## src/rtl/sc_port_display.sv

```systemverilog
// Converts the dmem output port value to decimal using a sequential
// double-dabble engine and drives active-low seven-segment digits.
// Optional leading-zero blanking: define SC_PORT_DISPLAY_BLANK_EN.
module sc_port_display #(
  parameter int DATA_W     = 32,
  parameter int NUM_DIGITS = 6
) (
  input  logic                    clock,
  input  logic                    reset,
  input  logic [DATA_W-1:0]       port_in,
  output logic [7*NUM_DIGITS-1:0] hex_out,
  output logic                    busy,
  output logic                    update,
  output logic                    overflow
);

  localparam int BCD_W = 4 * NUM_DIGITS;
  localparam int CNT_W = $clog2(DATA_W + 1);

  typedef enum logic [1:0] {S_IDLE, S_CONVERT, S_LATCH} state_t;

  state_t                    r_state;
  state_t                    w_next;
  logic [DATA_W-1:0]         r_shadow;
  logic [DATA_W-1:0]         r_bin;
  logic [BCD_W-1:0]          r_bcd;
  logic [CNT_W-1:0]          r_cnt;
  logic                      r_ovf_acc;
  logic [7*NUM_DIGITS-1:0]   r_hex;
  logic                      r_update;
  logic                      r_overflow;
  logic [BCD_W-1:0]          w_bcd_adj;
  logic                      w_capture;
  logic                      w_last;

  function automatic logic [6:0] f_seg(input logic [3:0] nib);
    case (nib)
      4'd0:    f_seg = 7'b1000000;
      4'd1:    f_seg = 7'b1111001;
      4'd2:    f_seg = 7'b0100100;
      4'd3:    f_seg = 7'b0110000;
      4'd4:    f_seg = 7'b0011001;
      4'd5:    f_seg = 7'b0010010;
      4'd6:    f_seg = 7'b0000010;
      4'd7:    f_seg = 7'b1111000;
      4'd8:    f_seg = 7'b0000000;
      4'd9:    f_seg = 7'b0010000;
      default: f_seg = 7'b1111111;
    endcase
  endfunction

  // Builds the whole display word; overflow dashes take priority over blanking.
  function automatic logic [7*NUM_DIGITS-1:0] f_display(input logic [BCD_W-1:0] bcd,
                                                        input logic ovf);
    logic [3:0] nib;
`ifdef SC_PORT_DISPLAY_BLANK_EN
    logic lead;
    lead = 1'b1;
`endif
    f_display = '1;
    for (int k = NUM_DIGITS - 1; k >= 0; k--) begin
      nib = bcd[4*k +: 4];
      if (ovf) begin
        f_display[7*k +: 7] = 7'b0111111;
      end else begin
        f_display[7*k +: 7] = f_seg(nib);
`ifdef SC_PORT_DISPLAY_BLANK_EN
        if (lead && (nib == 4'd0) && (k != 0)) f_display[7*k +: 7] = 7'b1111111;
        if (nib != 4'd0) lead = 1'b0;
`endif
      end
    end
  endfunction

  assign w_capture = (port_in != r_shadow);
  assign w_last    = (r_cnt == CNT_W'(DATA_W - 1));

  always_comb begin
    w_bcd_adj = r_bcd;
    for (int k = 0; k < NUM_DIGITS; k++) begin
      if (r_bcd[4*k +: 4] >= 4'd5) w_bcd_adj[4*k +: 4] = r_bcd[4*k +: 4] + 4'd3;
    end
  end

  always_ff @(posedge clock or posedge reset) begin
    if (reset) r_state <= S_IDLE;
    else       r_state <= w_next;
  end

  always_comb begin
    w_next = r_state;
    case (r_state)
      S_IDLE:    if (w_capture) w_next = S_CONVERT;
      S_CONVERT: if (w_last) w_next = S_LATCH;
      S_LATCH:   w_next = S_IDLE;
      default:   w_next = S_IDLE;
    endcase
  end

  // Control and visible outputs: reset aborts any conversion in flight.
  always_ff @(posedge clock or posedge reset) begin
    if (reset) begin
      r_shadow   <= '0;
      r_ovf_acc  <= 1'b0;
      r_hex      <= f_display('0, 1'b0);
      r_update   <= 1'b0;
      r_overflow <= 1'b0;
    end else begin
      r_update <= 1'b0;
      case (r_state)
        S_IDLE: begin
          if (w_capture) begin
            r_shadow  <= port_in;
            r_ovf_acc <= 1'b0;
          end
        end
        S_CONVERT: begin
          if (w_bcd_adj[BCD_W-1]) r_ovf_acc <= 1'b1;
        end
        S_LATCH: begin
          r_hex      <= f_display(r_bcd, r_ovf_acc);
          r_overflow <= r_ovf_acc;
          r_update   <= 1'b1;
        end
        default: ;
      endcase
    end
  end

  // Shift datapath is always initialised on capture, so it needs no reset.
  always_ff @(posedge clock) begin
    if (r_state == S_IDLE && w_capture) begin
      r_bin <= port_in;
      r_bcd <= '0;
      r_cnt <= '0;
    end else if (r_state == S_CONVERT) begin
      {r_bcd, r_bin} <= {w_bcd_adj[BCD_W-2:0], r_bin, 1'b0};
      r_cnt          <= r_cnt + 1'b1;
    end
  end

  assign hex_out  = r_hex;
  assign busy     = (r_state != S_IDLE);
  assign update   = r_update;
  assign overflow = r_overflow;

endmodule

```

## config.mk

```make
export PLATFORM = sky130hd
export DESIGN_NAME = sc_port_display
export DESIGN_NICKNAME = d
export VERILOG_FILES = /design/src/rtl/sc_port_display.sv
export SDC_FILE = /design/constraint.sdc
export NUM_CORES = 1
export LEC_CHECK = 0
export BUFFER_PORTS_ARGS = -buffer_cell sky130_fd_sc_hd__buf_2
export CORE_AREA = 5 5 114 159
export CTS_BUF_LIST = sky130_fd_sc_hd__clkbuf_8 sky130_fd_sc_hd__clkbuf_16
export DETAILED_ROUTE_END_ITERATION = 10
export DIE_AREA = 0 0 119 164
export PLACE_DENSITY = 0.73
export SLEW_MARGIN = 20
export SYNTH_ARGS = -nofsm -noshare
export SYNTH_HDL_FRONTEND = slang
export SYNTH_SLANG_ARGS = --single-unit
```

## constraint.sdc

```tcl
create_clock -name clock -period 3.2 [get_ports clock]
set_input_delay 0.16 -clock clock [delete_from_list [all_inputs] [get_ports clock]]
set_output_delay 0.16 -clock clock [all_outputs]
set_load 0.03 [all_outputs]
```

==> results.cfg <==
[sta]
period_share_pct = 92.75
min_period_ps = 2968
slew_viol_final = 0
hold_slack_ps = 6.702
finalHoldViolCount = 0
tightestPinTransition_ps = 904.5
rsz0062_at_grt = false
max_clock_freq_mhz = 336.9
setup_viol = 0
timing.slew.headroom_pct = 39.70
fin_tns_setup_ps = 0
fin_skew_ps = 12.92

[logic_synthesis]
synth_commonest_cells = nand2_1, dfrtp_1, nor2_1, o21ai_0, dfxtp_1
synth_most_common_cell = nand2_1
yosysTopAreaCellShare_pct = 20.56
syn_area_mm2 = 0.008885
ys_seq_area_share_pct = 49.37
ys_async_sr_fraction_pct = 43.17
synth-edff-count = 32
syn_inst = 866
syn-num-nets = 943
yosysTopAreaCell = dfrtp_1
synth_warnings = 0
netlist_top_cells_area = dfrtp_1, dfxtp_1, edfxtp_1
syn-mean-instance-area_um2 = 10.26
ys_ff_latch = 183
ys.flop_type = dfrtp_1
synth_cell_type_count = 57

[worst_setup_path]
slowest_delay_ps = 430
cpLargestDelayFamily = simple AND/OR/NAND/NOR gates
crit_fanout = 34
path_buf_inv = 0
cp_slowest_cell = o21a_4
cp-start-kind = flip-flop
cp_data_arrival_time_ps = 3280
cp.required_ps = 3510
endpoint_kind = flip-flop
critical_path.cell_chain = xor2_1, nor4_1, nand4_1, o21a_4, a21oi_1, ha_1, or3_1, o21ai_0, a2bb2oi_1
crit_type = reg2reg

[global_route]
track_usage_pct = 18.44
grt_pass1_wl_mm = 29.28
grt_max_degree = 87
grt-ovfl-total = 0
grt_pass1_vias = 6213
antenna_found_initial = 0

[min_path]
hp-class = in2reg

[clock_tree]
cts_tree = built
ctsLongestPathBuffers = 2
htree_num_levels = 4
cts_made_buffers = 17
cts.sinks = 183
root_buffer = clkbuf_16
clkTransAtPathRegs_ps = 70
clock_latency_ps = 430
post_cts_buffers = 0

[die]
design.die.area_mm2 = 0.01952
start_util_pct = 53.73
row_count = 56
die_w_um = 119
ios = 79
die_h_um = 164
core_mm2 = 0.01654

[route]
vias = 6315
antenna_left = 0
drtIter0Drc = 386
drc = 0
viasPerCell = 5.416
wl_mm = 17.46
wl_per_cell_um = 14.97
drtPass1Iterations = 5

[final_layout]
nNetsFinal = 1027
insertedDiodeCount = 0
layout-drive-gt1-share_pct = 20.98
areaGrowthSynthToFinish_pct = 14.39
seq_area_mm2 = 0.004387
multi_input_area_mm2 = 0.004115
stdcell_count = 1166
nFillCells = 1355

[placement]
dp_hpwl_mm = 12.29
place_congestion = 0.8490
dp.cells = 1126
io_buffers = 78

[power_and_ir_drop]
peakVddDrop_v = 0.0005603
power_density_mw_per_mm2 = 836.0
leakagePower_uw = 0.004652

[run]
max-cap-violations = 0

[run_status]
status = completed
## repair_timing
| action | 4_1_cts | 5_1_grt |
|---|---|---|
| gates resized for setup | 0 | 1 |
| endpoints found under the setup margin | 0 | 1 |
| endpoints found under the hold margin | 25 | 0 |
| hold buffers | 8 | 0 |
## per-layer routing
metal | GRT usage, % | wire length, um
met5 | 0 | 0
met4 | 7.644 | 403
met3 | 2.756 | 439
met2 | 33.11 | 9139
met1 | 22.04 | 7476
## worst reg2reg max path, stage by stage, from the launching register on
cell       delay [ps]
dfrtp_1           400
xor2_1            170
nor4_1            370
nand4_1           310
o21a_4            430
a21oi_1           340
ha_1              280
or3_1             390
o21ai_0            90
a2bb2oi_1          80
## worst paths after layout
check	from	to	slack [ps]	cells after the start
worst max-delay path	r_shadow[10]	flip-flop	230	9
worst min-delay path	port_in[29]	r_shadow[29]	7	2
worst max register to register	r_shadow[10]	flip-flop	230	9
worst min register to register	flip-flop	hex_out[34]	420	2
max in group asynchronous	reset	r_shadow[1]	2200	4
min in group asynchronous	reset	hex_out[35]	220	3
## area by class of cell
cell class | count | share of cell area, %
flip-flops and latches | 183 | 43.16
multi-input cells | 594 | 40.49
repair buffers | 108 | 6.377
clock buffers | 18 | 4.432
well taps | 203 | 2.499
inverters | 46 | 1.711
clock inverters | 14 | 1.330
## stage by stage
step           area (um^2)  util [%]  setup slack [ps]  total power [uW]
6_report             10160     61.46             232.0              8497
3_5_place_dp          9494     57.42             222.2              6434
2_1_floorplan         8885         -             629.5              5668
5_1_grt              10160     61.46             25.17              9159
4_1_cts              10160     61.44             216.6              8549
3_3_place_gp          9494     57.42             319.0              6380
## report_power, final
group,switching (uW),internal [uW]
registers,270,2830
logic,1870,1450
clock network,891,1190
## cells by family after synthesis
group | Yosys count | share of synthesized area, %
compound gates | 199 | 14.01
flops | 183 | 49.37
mux | 68 | 9.379
buf+inv | 89 | 4.619
xor+xnor | 42 | 4.140
fa+ha+maj | 43 | 6.056
simple gates | 242 | 12.42
## cells in the final DEF (no fill, tap or decap), drive strengths merged, types with 7 or more instances in the layout
cell	Yosys	final
nand2	102	102
buf	25	100
o21ai	79	79
dfrtp	73	73
nor2	73	73
dfxtp	72	72
mux2	62	62
inv	46	53
ha	43	43
a21oi	42	42
xor2	35	35
edfxtp	32	32
clkbuf	18	18
nand2b	16	16
nor4	9	9
a21o	9	9
o22ai	9	9
a2bb2oi	9	9
a211oi	8	8
dlygate4sd3	0	8
o2bb2ai	8	8
xnor2	7	7
a22oi	7	7
or2	7	7
Note: power is estimated with default switching activity, not from simulation.
